--- src/rtl/edge_pe_fv_req_master.sv ---
// ---------------------------------------------------------------------------
// edge_pe_fv_req_master
// Requester-side endpoint facing one Big FV bank port. It takes one read or
// write command at a time from an Edge PE. A read issues a single request
// beat and captures the tagged response stream into a fall-through FIFO. A
// write streams sos..eos data beats straight through to the bank.
//
// Ports
//   clk, reset                 clock / async active-low reset
//   cmd_*                      command handshake (rd_wr, node id, length)
//   wr_data_*                  write-beat handshake from the PE
//   available                  bank can take a request this cycle
//   req_pkt_*                  request bundle to the bank (combinational)
//   rd_in_*                    tagged response stream from the bank
//   rsp_*                      FIFO head towards the PE datapath
//   busy, err                  FSM not idle / sticky protocol error
// ---------------------------------------------------------------------------
module edge_pe_fv_req_master #(
    parameter int unsigned FV_BW     = 16,
    parameter int unsigned NODE_W    = 8,
    parameter int unsigned TAG_W     = 2,
    parameter int unsigned MY_TAG    = 0,
    parameter int unsigned MAX_BEATS = 8,
    localparam int unsigned LEN_W    = $clog2(MAX_BEATS) + 1
) (
    input  logic              clk,
    input  logic              reset,

    input  logic              cmd_valid,
    output logic              cmd_ready,
    input  logic              cmd_rd_wr,
    input  logic [NODE_W-1:0] cmd_node_id,
    input  logic [LEN_W-1:0]  cmd_len,

    input  logic              wr_data_valid,
    output logic              wr_data_ready,
    input  logic [FV_BW-1:0]  wr_data,

    input  logic              available,
    output logic              req_pkt_valid,
    output logic              req_pkt_rd_wr,
    output logic              req_pkt_wr_sos,
    output logic              req_pkt_wr_eos,
    output logic [TAG_W-1:0]  req_pkt_PE_tag,
    output logic [NODE_W-1:0] req_pkt_Node_id,
    output logic [FV_BW-1:0]  req_pkt_data,

    input  logic              rd_in_valid,
    input  logic              rd_in_sos,
    input  logic              rd_in_eos,
    input  logic [TAG_W-1:0]  rd_in_PE_tag,
    input  logic [FV_BW-1:0]  rd_in_FV_data,

    output logic              rsp_valid,
    input  logic              rsp_ready,
    output logic [FV_BW-1:0]  rsp_data,
    output logic              rsp_sos,
    output logic              rsp_eos,

    output logic              busy,
    output logic              err
);

    localparam int unsigned PTR_W = $clog2(MAX_BEATS);
    localparam int unsigned ENT_W = FV_BW + 2;
    localparam logic [TAG_W-1:0] MY_TAG_T = TAG_W'(MY_TAG);
    localparam logic [LEN_W-1:0] FIFO_DEPTH = LEN_W'(MAX_BEATS);

    localparam logic [1:0] S_IDLE      = 2'd0;
    localparam logic [1:0] S_RD_REQ    = 2'd1;
    localparam logic [1:0] S_RD_WAIT   = 2'd2;
    localparam logic [1:0] S_WR_STREAM = 2'd3;

    logic [1:0]        state_q, state_d;
    logic [NODE_W-1:0] node_q;
    logic [LEN_W-1:0]  len_q;
    logic [LEN_W-1:0]  cnt_q, cnt_d;
    logic              err_q, err_d;

    logic [ENT_W-1:0]  mem [MAX_BEATS];
    logic [PTR_W-1:0]  wr_ptr_q, rd_ptr_q;
    logic [LEN_W-1:0]  fill_q;

    logic cmd_accept_c;
    logic fifo_empty_c;
    logic rd_fire_c;
    logic wr_fire_c;
    logic last_wr_c;
    logic rsp_hit_c;
    logic in_range_c;
    logic push_c;
    logic pop_c;

    // Handshake and datapath qualifiers
    always_comb begin
        cmd_accept_c = cmd_valid && (state_q == S_IDLE);
        fifo_empty_c = (fill_q == '0);
        // Bank has no backpressure: only request once the FIFO can hold a full FV
        rd_fire_c    = (state_q == S_RD_REQ) && available && fifo_empty_c;
        wr_fire_c    = (state_q == S_WR_STREAM) && wr_data_valid && available;
        last_wr_c    = (cnt_q == (len_q - LEN_W'(1)));
        rsp_hit_c    = (state_q == S_RD_WAIT) && rd_in_valid && (rd_in_PE_tag == MY_TAG_T);
        in_range_c   = (cnt_q < len_q);
        push_c       = rsp_hit_c && in_range_c && (fill_q != FIFO_DEPTH);
        pop_c        = !fifo_empty_c && rsp_ready;
    end

    // State, beat counter and sticky error register
    always_ff @(posedge clk or negedge reset) begin
        if (!reset) begin
            state_q <= S_IDLE;
            cnt_q   <= '0;
            err_q   <= 1'b0;
        end else begin
            state_q <= state_d;
            cnt_q   <= cnt_d;
            err_q   <= err_d;
        end
    end

    // Next-state, beat counting and error detection
    always_comb begin
        state_d = state_q;
        cnt_d   = cnt_q;
        err_d   = err_q;
        case (state_q)
            S_IDLE: begin
                if (cmd_accept_c) begin
                    cnt_d = '0;
                    if (cmd_len != '0) begin
                        state_d = cmd_rd_wr ? S_WR_STREAM : S_RD_REQ;
                    end
                end
            end
            S_RD_REQ: begin
                if (rd_fire_c) begin
                    state_d = S_RD_WAIT;
                end
            end
            S_RD_WAIT: begin
                if (rsp_hit_c) begin
                    if (in_range_c) begin
                        cnt_d = cnt_q + LEN_W'(1);
                        if ((cnt_q == '0) && !rd_in_sos) begin
                            err_d = 1'b1;
                        end
                    end else begin
                        // Overrun beat: dropped, keep waiting for eos
                        err_d = 1'b1;
                    end
                    if (rd_in_eos) begin
                        state_d = S_IDLE;
                        if (!in_range_c || ((cnt_q + LEN_W'(1)) != len_q)) begin
                            err_d = 1'b1;
                        end
                    end
                end
            end
            S_WR_STREAM: begin
                if (wr_fire_c) begin
                    cnt_d = cnt_q + LEN_W'(1);
                    if (last_wr_c) begin
                        state_d = S_IDLE;
                    end
                end
            end
            default: state_d = S_IDLE;
        endcase
    end

    // Command field latch
    always_ff @(posedge clk or negedge reset) begin
        if (!reset) begin
            node_q <= '0;
            len_q  <= '0;
        end else if (cmd_accept_c) begin
            node_q <= cmd_node_id;
            len_q  <= cmd_len;
        end
    end

    // Response FIFO pointers and occupancy
    always_ff @(posedge clk or negedge reset) begin
        if (!reset) begin
            wr_ptr_q <= '0;
            rd_ptr_q <= '0;
            fill_q   <= '0;
        end else begin
            if (push_c) begin
                wr_ptr_q <= wr_ptr_q + PTR_W'(1);
            end
            if (pop_c) begin
                rd_ptr_q <= rd_ptr_q + PTR_W'(1);
            end
            case ({push_c, pop_c})
                2'b10:   fill_q <= fill_q + LEN_W'(1);
                2'b01:   fill_q <= fill_q - LEN_W'(1);
                default: fill_q <= fill_q;
            endcase
        end
    end

    // Response FIFO storage; contents are don't-care until written
    always_ff @(posedge clk) begin
        if (push_c) begin
            mem[wr_ptr_q] <= {rd_in_FV_data, rd_in_sos, rd_in_eos};
        end
    end

    // Output decode
    always_comb begin
        cmd_ready       = (state_q == S_IDLE);
        busy            = (state_q != S_IDLE);
        err             = err_q;
        wr_data_ready   = (state_q == S_WR_STREAM) && available;
        req_pkt_valid   = rd_fire_c || wr_fire_c;
        req_pkt_rd_wr   = (state_q == S_WR_STREAM);
        req_pkt_wr_sos  = wr_fire_c && (cnt_q == '0);
        req_pkt_wr_eos  = wr_fire_c && last_wr_c;
        req_pkt_PE_tag  = MY_TAG_T;
        req_pkt_Node_id = node_q;
        req_pkt_data    = wr_fire_c ? wr_data : '0;
        rsp_valid       = !fifo_empty_c;
        // Head is masked while empty so stale storage never leaks out
        {rsp_data, rsp_sos, rsp_eos} = fifo_empty_c ? ENT_W'(0) : mem[rd_ptr_q];
    end

endmodule

--- config.mk ---
export PLATFORM = sky130hd
export DESIGN_NAME = edge_pe_fv_req_master
export DESIGN_NICKNAME = d
export VERILOG_FILES = /design/src/rtl/edge_pe_fv_req_master.sv
export SDC_FILE = /design/constraint.sdc
export NUM_CORES = 1
export LEC_CHECK = 0
export ABC_AREA = 1
export CAP_MARGIN = 10
export CORE_MARGIN = 2
export CORE_UTILIZATION = 49
export DETAILED_ROUTE_END_ITERATION = 8
export PLACE_DENSITY = 0.76
export SETUP_SLACK_MARGIN = 0.02
export SKIP_LAST_GASP = 1
export SYNTH_ARGS = -nofsm -noshare
export SYNTH_HDL_FRONTEND = slang
export SYNTH_SLANG_ARGS = --single-unit
--- constraint.sdc ---
create_clock -name clk -period 2.55 [get_ports clk]
set_input_delay 0.255 -clock clk [delete_from_list [all_inputs] [get_ports clk]]
set_output_delay 0.255 -clock clk [all_outputs]
set_load 0.01 [all_outputs]
Word level (Yosys, flattened, before mapping)
Memory sizes are Yosys's and may differ from the RTL's.
Cells that the tools add are included.
- register bits after elaboration: 29
- bits in latches: 0
- RAM bits: 144
- bits in read-only memories: 0
- bits of input ports: 56
- output and inout port bits: 53
- logic and storage cells: 85
- memories: 1
- memory list (name ; words ; bits a word ; rd ports ; clocked after Yosys merged registers in ; wr ports ; RTL line ; RTL):
    mem ; 8 ; 18 ; 1 ; 0 ; 1 ; 80 ; logic [ENT_W-1:0] mem [MAX_BEATS];
- add/sub/neg operators: 6
- $mul: 0
- divide/modulo/power cells: 0
- $lt $le $gt $ge: 1
- eq/ne operators: 16
- shift operators: 0
- multiplexer cells: 23
- bitwise operators: 0
- reduce and logical (&&, ||, !) cells: 30
- operators by type and width (cell ; number):
    $mux 18 ; 1
    $mux 16 ; 1
    $mux 2 ; 8
    $mux 4 ; 4
    $logic_and 1x1->1 ; 14
    $pmux 4 s3 ; 1
    $add 4x1->4 const B ; 2
    $logic_not 4->1 ; 2
    $ne 2x1->1 const B ; 4
    $ne 2x2->1 const B ; 4
    $pmux 2 s4 ; 1
    $pmux 4 s2 ; 1
    $sub 4x1->4 const B ; 2
    $reduce_and 7->1 ; 1
    $add 3x1->3 const B ; 2
    $eq 2x2->1 const B ; 3
    $mux 1 ; 6
    $reduce_and 5->1 ; 1
    $eq 2x1->1 const B ; 2
    $eq 4x4->1 ; 1
    $logic_not 2->1 ; 2
    $lt 4x4->1 ; 1
    $ne 4x4->1 ; 1
    $ne 4x4->1 const B ; 1
    6 further kinds ; 10

Logic depth before layout (Yosys ltp)
Gate-level depths: netlist of the first run.
- word-level depth: 7
- depth in mapped cells: 14
- gate-level depth less buffers: 14

Worst setup path after synthesis of the first run
No wires, ideal clock.
- kind: register -> register
- from: reg cnt_q[3]
- to: mem mem[1][0] (netlist bit), enable pin
- library setup time: 0.392 ns
- arrival: 2.013 ns
- required time: 2.158 ns
- setup slack: 0.145 ns
- stages on the path, launching flop included: 7
- path buffers: 0
- period minus slack after synthesis: 2.405 ns
- path through: dfrtp_1 > ha_1 > a21oi_1 > nand2_1 > nor2_2 > nand2_1 > nor2_1
- cells in the longest elaborated chain, start to end: 5
- RTL lines (element ; RTL line ; RTL):
    from (decl) ; 77 ; logic [LEN_W-1:0] cnt_q, cnt_d;
    from (signal assigned) ; 116 ; cnt_q <= cnt_d;
    $lt 4x4->1 ; 103 ; in_range_c = (cnt_q < len_q);
    $logic_and 1x1->1 (2 in series) ; 104 ; push_c = rsp_hit_c && in_range_c && (fill_q != FIFO_DEPTH);
    $mux 1 ; 205 ; if (push_c) begin
    $mux 1 (not written as such) ; 206 ; mem[wr_ptr_q] <= {rd_in_FV_data, rd_in_sos, rd_in_eos};
    to (decl) ; 80 ;
Every way passes these cells.

Worst setup path in the final report of the first run
- from: reg rd_ptr_q[0]
- to: out rsp_eos
- cells in the longest elaborated chain, start to end: 2
- RTL lines (element ; RTL line ; RTL):
    from (decl) ; 81 ; logic [PTR_W-1:0] wr_ptr_q, rd_ptr_q;
    from (signal assigned) ; 193 ; rd_ptr_q <= rd_ptr_q + PTR_W'(1);
    $mem_v2 8x18 ; n/a ;
    $mux 18 ; 225 ; {rsp_data, rsp_sos, rsp_eos} = fifo_empty_c ? ENT_W'(0) : mem[rd_ptr_q];
    to (decl) ; 58 ; output logic rsp_eos,
Every way passes these cells.

==> results of run 1 <==
layout make-up:
class | instances | area [um2] | area share (%)
Timing Repair Buffer | 136 | 1410 | 14.5
Tap cell | 188 | 235 | 2.42
Clock inverter | 13 | 149 | 1.53
Clock buffer | 18 | 429 | 4.41
Inverter | 52 | 208 | 2.13
Sequential cell | 173 | 5050 | 51.9
Multi-Input combinational cell | 428 | 2260 | 23.2
final timing paths:
path | startpoint | endpoint | slack, ps
worst min-delay path | reset | req_pkt_Node_id[5] | 220
worst max-delay path | rd_ptr_q[0] | rsp_eos | -30
min in group clk | cmd_node_id[5] | req_pkt_Node_id[5] | 420
worst max register to register | state_q[0] | fill_q[2] | 220
worst min register to register | err | err | 480
max in group asynchronous | reset | rd_ptr_q[1] | 2000
cells by family (layout without fill, tap and decap cells):
family,after synthesis,in the layout,synth area share (%)
AND/OR/NAND/NOR,249,249,13.3
buffers and inverters,84,219,4.91
multiplexers,26,26,3.53
flip-flops,173,173,66.0
XOR/XNOR,7,7,0.801
adder cells (fa/ha/maj),16,16,2.62
AO/OA/AOI/OAI,128,128,8.78
other,1,2,0.0490
through the flow:
stage	instances	utilization, %	area [um2]	hold WS [ps]
finish	1008	64.1	9740	219
global route	1008	64.1	9740	265
CTS	1004	63.2	9610	222
detailed placement	972	59.3	9010	462
global placement	972	59.3	9010	455
floorplan	685	-	7650	-40.6
synthesized netlist by cell type (2+ instances only):
master    count  share of area [%]
edfxtp_1    144                 57
nor2_1      143                7.0
nand2_1      73                3.6
o21ai_1      55                3.6
inv_1        45                2.2
o21ai_0      45                2.9
dfrtp_1      29                9.5
buf_2        22                1.4
mux2i_1      18                2.4
nand3_1      18                1.2
o22ai_1      18                1.5
ha_1         16                2.6
buf_4         8               0.79
a21oi_1       7               0.46
mux2_2        6               0.88
nor2_2        5               0.41
inv_2         4               0.20
xor2_1        4               0.46
xnor2_1       3               0.34
clkinv_1      2              0.098
mux2_1        2               0.29
nand3_2       2               0.26
nand4_1       2               0.16
state kept, by name, indices dropped and copies added (netlist names):
register	flops
cnt_q	4
err	1
fill_q	4
len_q	4
mem	144
rd_ptr_q	3
req_pkt_Node_id	8
state_q	2
wr_ptr_q	3
critical path, cell delays in order, from the launching register on:
cell,delay (ps)
dfrtp_2,510
buf_4,180
clkbuf_16,190
mux2i_1,130
o22ai_1,120
nor2_1,70
nor2_2,150
clkdlybuf4s50_1,550
power breakdown:
part | switching [uW] | internal [uW] | total [uW]
clock network | 1020 | 1520 | 2540
registers | 237 | 3300 | 3540
logic | 2440 | 1970 | 4400
total | 3690 | 6790 | 10500
routing by layer:
metal / GRT usage [%] / up-vias / wire [um] / share of wire [%]
met1: 26.5 / 2625 / 7150 / 40
met5: 0 / - / 0 / 0
li1: - / 2602 / - / -
met4: 7.54 / 0 / 340 / 1.9
met2: 36.8 / 243 / 8870 / 50
met3: 5.90 / 40 / 1300 / 7.4
repair_timing:
item / in CTS / in global routing
hold endpoints to repair: 0 / 0
gates resized for setup: 5 / 18
pin swaps: 0 / 1
setup buffers: 1 / 2
endpoints found under the setup margin: 18 / 23
cloned: 0 / 2
==> impl_metrics.ini, run 1 <==
[power]
p_per_area_mw_per_mm2 = 1080
power_uw = 10500
max-vdd-ir-drop_v = 0.000668
cellLeakagePower_uw = 0.00380

[sta]
hold_viol_final = 0
fin_skew_ps = 6.73
finalWorstSetupSlack_ps = -29.2
period_needed_ps = 2580
fmax_ghz = 0.388
setup_viol = 2
finalMaxSlewViolations = 0
min_period_over_period_pct = 101
timing.setup.tns_ps = -33.0
rsz0062_at_grt = true

[floorplan]
boundaryPins = 109
core-area_mm2 = 0.0152
die_h_um = 129
die_w_um = 129
design.die.area_mm2 = 0.0166
rows = 45
start_util_pct = 50.3

[drt]
via_per_inst = 5.47
firstDrtPassIters = 4
vias = 5510
drt_iter0_markers = 518
wl_mm = 17.7
antenna_left = 0
drc = 0
wl_per_cell_um = 17.5

[job]
cap_viol_max_count = 0

[layout]
mostFrequentLayoutCells = edfxtp_1, nor2_1, clkdlybuf4s50_1, nand2_1, o21ai_1
n_antenna_cell = 0
fillerInstances = 1129
nNetsFinal = 880
syn_to_final_growth_pct = 27.3
final_common_cell = edfxtp_1
drive_gt1_share_pct = 10.7

[clock_tree]
clkLatencyLatePin_ps = 420
cts_tree = yes
clockBufferDepth = 2
hold_buffers = 0
path_clk_slew_ps = 60
cts_sinks = 173
cts_max_level = 4
cts-root-buf = clkbuf_16
cts_buffers = 17

[yosys]
synthesis.area_per_instance_um2 = 11.2
synth-edff-count = 144
ys_warn_count = 0
ys_async_sr_fraction_pct = 16.8
ys.flop_type = edfxtp_1
synth.distinct_cells = 36
ys_ff_latch = 173
netlist_instances = 684
synth_seq_area_share_pct = 66.0
syn_area_mm2 = 0.00765

[global_routing]
grt.overflow.total = 0
grt_use_total_pct = 21.5
grt_pass1_vias = 5509
antenna_found_initial = 0
grt_max_degree = 42
grt_pass1_wl_mm = 27.3

[critical_path]
cp.arrival_ps = 2320
endpoint_kind = output port
crit_required_ps = 2300
startpoint_type = flop
crit_path_max_fanout = 20
rr_worst_depth = 11
criticalPathCategory = reg2out

[place]
post-dp-hpwl_mm = 10.9
pre_cts_ws_ps = 245
gp_congestion = 0.806
port_buffers = 106

[status]
violations = negative setup slack
status = finished, violations left

[hold_path]
hp-class = in2async
Power figures use the tool's default switching activity.
==> inputs of run 2 (changes only) <==
--- a/constraint.sdc
+++ b/constraint.sdc
@@ -3,2 +3,2 @@
 set_output_delay 0.255 -clock clk [all_outputs]
-set_load 0.01 [all_outputs]
+set_load 0.1 [all_outputs]
==> impl_metrics.ini, run 2 (synthesized netlist as in run 1, its figures left out) <==
[critical_path]
r2r_end = fill_q[2]
endpoint_kind = output port
crit_required_ps = 2300
endpoint = rsp_data[10]
rr_worst_depth = 11
cp.arrival_ps = 2130
crit_path_max_fanout = 23
cp-startpoint = rd_ptr_q[1]
reg2reg_slack_ps = 200
r2r-start = state_q[0]
startpoint_type = flop
criticalPathCategory = reg2out

[power]
p_per_area_mw_per_mm2 = 1380
pwr-share-comb_pct = 55.6
seq_power_share_pct = 25.5
switchingPower_uw = 6570
max-vdd-ir-drop_v = 0.00109
clkPwrFrac_pct = 18.9
switching_share_pct = 47.0
p_int_uw = 7400
cellLeakagePower_uw = 0.00387
power_uw = 14000

[drt]
antenna_left = 0
via_per_inst = 5.43
wl_mm = 17.3
wl_met3_um = 964
highest_layer = met4
met1_length_mm = 6.92
firstDrtPassIters = 5
wl_per_cell_um = 17.3
wl_met2_mm = 9.09
drc = 0
vias = 5418
drt_iter0_markers = 603

[global_routing]
antenna_found_initial = 0
grt.overflow.total = 0
grt_pass1_vias = 5476
grt_use_total_pct = 21.8
grt_max_degree = 54
grt_pass1_wl_mm = 27.6

[layout]
mostFrequentLayoutCells = edfxtp_1, nor2_1, nand2_1, o21ai_1, clkdlybuf4s50_1
syn_to_final_growth_pct = 32.2
nNetsFinal = 871
drive_gt1_share_pct = 20.4
regMostFlops = mem
largest_reg_flops = 144
fin_util_pct = 66.5
fillerInstances = 1094
regArea_mm2 = 0.00505
fin_cells = 998
multi_input_area_mm2 = 0.00237
final_common_cell = edfxtp_1
n_antenna_cell = 0

[job]
cap_viol_max_count = 0

[sta]
period_needed_ps = 2380
finalMaxSlewViolations = 0
whs_ps = 218
fin_skew_ps = 6.37
fmax_ghz = 0.420
setup_viol = 0
rsz0062_at_grt = false
min_period_over_period_pct = 93.5
hold_viol_final = 0

[clock_tree]
cts_max_level = 4
path_clk_slew_ps = 60
hold_buffers = 0
clkLatencyLatePin_ps = 430
cts_buffers = 17
clockBufferDepth = 2
cts-root-buf = clkbuf_16
cts_tree = yes
cts_sinks = 173

[place]
place_inst = 967
port_buffers = 106
gp_congestion = 0.847
post-dp-hpwl_mm = 11.0

[floorplan]
design.die.area_mm2 = 0.0166
core-area_mm2 = 0.0152
start_util_pct = 50.3
die_w_um = 129
die_h_um = 129
rows = 45
boundaryPins = 109

[status]
status = complete, no violations

[hold_path]
hp-class = in2async
run 2: cell types whose count changed in the layout (fill, tap and decap cells not counted), moves of 2 or more:
cell / delta
buf_4: +6
nor2_2: +26
ha_2: +2
nor2_4: +9
buf_12: +39
clkdlybuf4s50_1: -42
dlymetal6s2s_1: -8
nor2_1: -35
clkbuf_16: -2
run 2: final cells by class:
| class | instances | share of cell area, % |
|---|---|---|
| clock inverter | 12 | 1.70 |
| timing repair buffer | 127 | 16.3 |
| multi-input combinational | 428 | 23.5 |
| sequential | 173 | 50.0 |
| inverter | 52 | 2.00 |
| tap | 188 | 2.33 |
| clock buffer | 18 | 4.24 |
run 2: how the worst min path moves through the flow:
stage                               endpoint  start  depth (start not counted)  slack, ps
final                     req_pkt_Node_id[0]  reset                          2        220
after global routing      req_pkt_Node_id[1]  reset                          2        240
after CTS                 req_pkt_Node_id[2]  reset                          2        220
after detailed placement                 err    err                          2        470
after global placement                   err    err                          2        460
after floorplan                     cnt_q[0]  reset                          0        -40
run 2: critical path, stage by stage (launching register included):
cell and delay (ps):
dfrtp_2 650, buf_4 310, o21ai_0 120, o21ai_1 150, o21ai_1 90, nor2_2 190
buf_12 190
run 2: timing repair:
| action | CTS | global route |
|---|---|---|
| setup buffers | 0 | 1 |
| gates cloned | 0 | 0 |
| endpoints found under the setup margin | 3 | 15 |
| gates resized for setup | 1 | 5 |
run 2: routing by layer:
layer,GRT usage (%),vias to the layer above
met3,5.16,26
met4,6.91,0
li1,-,2588
met5,0,-
met1,26.5,2623
met2,38.7,181
run 2: power groups by stage:
stage	Clock [uW]	Combinational, uW	Sequential [uW]
6_report	2640	7770	3560
3_3_place_gp	0	7560	3590
2_1_floorplan	0	5060	3960
3_5_place_dp	0	7720	3610
5_1_grt	2780	8240	3590
4_1_cts	2680	7760	3560
run 2: per-stage QoR:
step | instance area (um2) | setup slack, ps | TNS (ps)
finish | 10100 | 166 | 0
global route | 10100 | 65.0 | 0
CTS | 10100 | 33.2 | 0
detailed placement | 9490 | 157 | 0
global placement | 9490 | 334 | 0
floorplan | 7800 | -153 | -153
==> inputs of run 3 (changes only) <==
Settings changed: CAP_MARGIN 10 to 20, RECOVER_POWER set to 100.
==> impl_metrics.ini, run 3 (synthesized netlist as in run 1, its figures left out) <==
[status]
status = finished, violations left
violations = max-capacitance violations, max-slew violations

[drt]
drt_iter0_markers = 507
firstDrtPassIters = 5
wl_mm = 17.3
wl_per_cell_um = 17.4
vias = 5438
via_per_inst = 5.44
drc = 0
antenna_left = 0

[critical_path]
rr_worst_depth = 8
startpoint_type = flop
r2r_end = mem[6][8]
crit_chain = buf_12 > o21ai_0 > o22ai_1 > nor2_1 > nor2_1 > buf_12
cp.arrival_ps = 2170
endpoint = rsp_data[14]
crit_path_max_fanout = 35
cp-startpoint = rd_ptr_q[1]
crit_required_ps = 2300
crit_family = flip-flops
critical_path_depth = 6
crit_path_top_delay_cell = dfrtp_2
endpoint_kind = output port
slowest_delay_ps = 650
criticalPathCategory = reg2out
r2r-start = state_q[0]
path_buf_inv = 2
reg2reg_slack_ps = 160

[sta]
whs_ps = 418
maxSlewHeadroom_pct = -11.6
hold_viol_final = 0
period_needed_ps = 2430
fmax_ghz = 0.412
tightest_slew_ps = 1670
setup_viol = 0
fin_skew_ps = 8.51
min_period_over_period_pct = 95.3
finalMaxSlewViolations = 30
rsz0062_at_grt = false

[layout]
fin_util_pct = 64.9
drive_gt1_share_pct = 17.5
mostFrequentLayoutCells = edfxtp_1, nor2_1, nand2_1, o21ai_0, o21ai_1
largest_reg_flops = 144
nNetsFinal = 871
syn_to_final_growth_pct = 28.9
regMostFlops = mem
final_common_cell = edfxtp_1
fin_cells = 999

[clock_tree]
cts-root-buf = clkbuf_16
path_clk_slew_ps = 60
clockBufferDepth = 2
cts_buffers = 17
cts_max_level = 4
cts_sinks = 173
cts_tree = yes
clkLatencyLatePin_ps = 430

[floorplan]
core-area_mm2 = 0.0152
rows = 45
boundaryPins = 109
design.die.area_mm2 = 0.0166
die_w_um = 129
start_util_pct = 50.3
die_h_um = 129

[place]
post-dp-hpwl_mm = 11.0
place_inst = 967
port_buffers = 106
gp_congestion = 0.847

[global_routing]
grt_pass1_vias = 5476
grt_pass1_wl_mm = 27.6
grt_use_total_pct = 21.8
grt.overflow.total = 0
antenna_found_initial = 1
grt_max_degree = 54

[power]
max-vdd-ir-drop_v = 0.00109
p_per_area_mw_per_mm2 = 1380
cellLeakagePower_uw = 0.00379

[job]
cap_viol_max_count = 1

[hold_path]
hp-class = in2reg
-- run 3: through the flow --
step | instance area, um2 | TNS, ps | total power [uW] | setup slack [ps]
after floorplan | 7800 | -153 | 9020 | -153
after global placement | 9490 | 0 | 11200 | 334
after detailed placement | 9490 | 0 | 11300 | 157
after CTS | 10100 | 0 | 14000 | 33.2
after global routing | 9860 | 0 | 14200 | 35.7
final | 9860 | 0 | 13600 | 121
-- run 3: cell type report --
type / instances / area [um2]
fillers: 1137 / 5340
flip-flops and latches: 173 / 5050
multi-input cells: 428 / 2320
repair buffers: 127 / 1440
clock buffers: 18 / 429
well taps: 188 / 235
inverters: 52 / 203
clock inverters: 12 / 171
diodes: 1 / 2.50
-- run 3: worst register-to-register path, stage by stage, from the launching register on --
cell	delay [ps]
dfrtp_1	420
inv_1	100
ha_2	250
nand3_2	120
clkinv_1	100
nand4_2	160
or2_4	300
nor2_2	80
clkbuf_2	500
-- run 3: worst min-delay path by stage --
stage / from / to / slack [ps] / cells past startpoint
global placement: err / err / 460 / 2
detailed placement: err / err / 470 / 2
CTS: reset / req_pkt_Node_id[2] / 220 / 2
floorplan: reset / cnt_q[0] / -40 / 0
finish: cmd_node_id[5] / req_pkt_Node_id[5] / 420 / 2
global route: cmd_node_id[3] / req_pkt_Node_id[3] / 450 / 2
-- run 3: routing by layer --
layer / wire length, um / global-route usage [%] / vias to the layer above
li1: - / - / 2584
met1: 7050 / 26.5 / 2668
met2: 9120 / 38.7 / 163
met4: 270 / 6.91 / 0
met5: 0 / 0 / -
met3: 902 / 5.16 / 23
-- run 3: timing repair --
item / 4_1_cts / 5_1_grt
endpoints found under the setup margin: 3 / 15
hold buffers: 0 / 0
pin swaps: 0 / 0
resized for setup: 1 / 5
setup buffers: 0 / 1
-- run 3: power by group --
group          total [uW]  internal (uW)  switching, uW
Combinational        7390           2160           5230
Sequential           3550           3300            250
Clock                2640           1620           1020
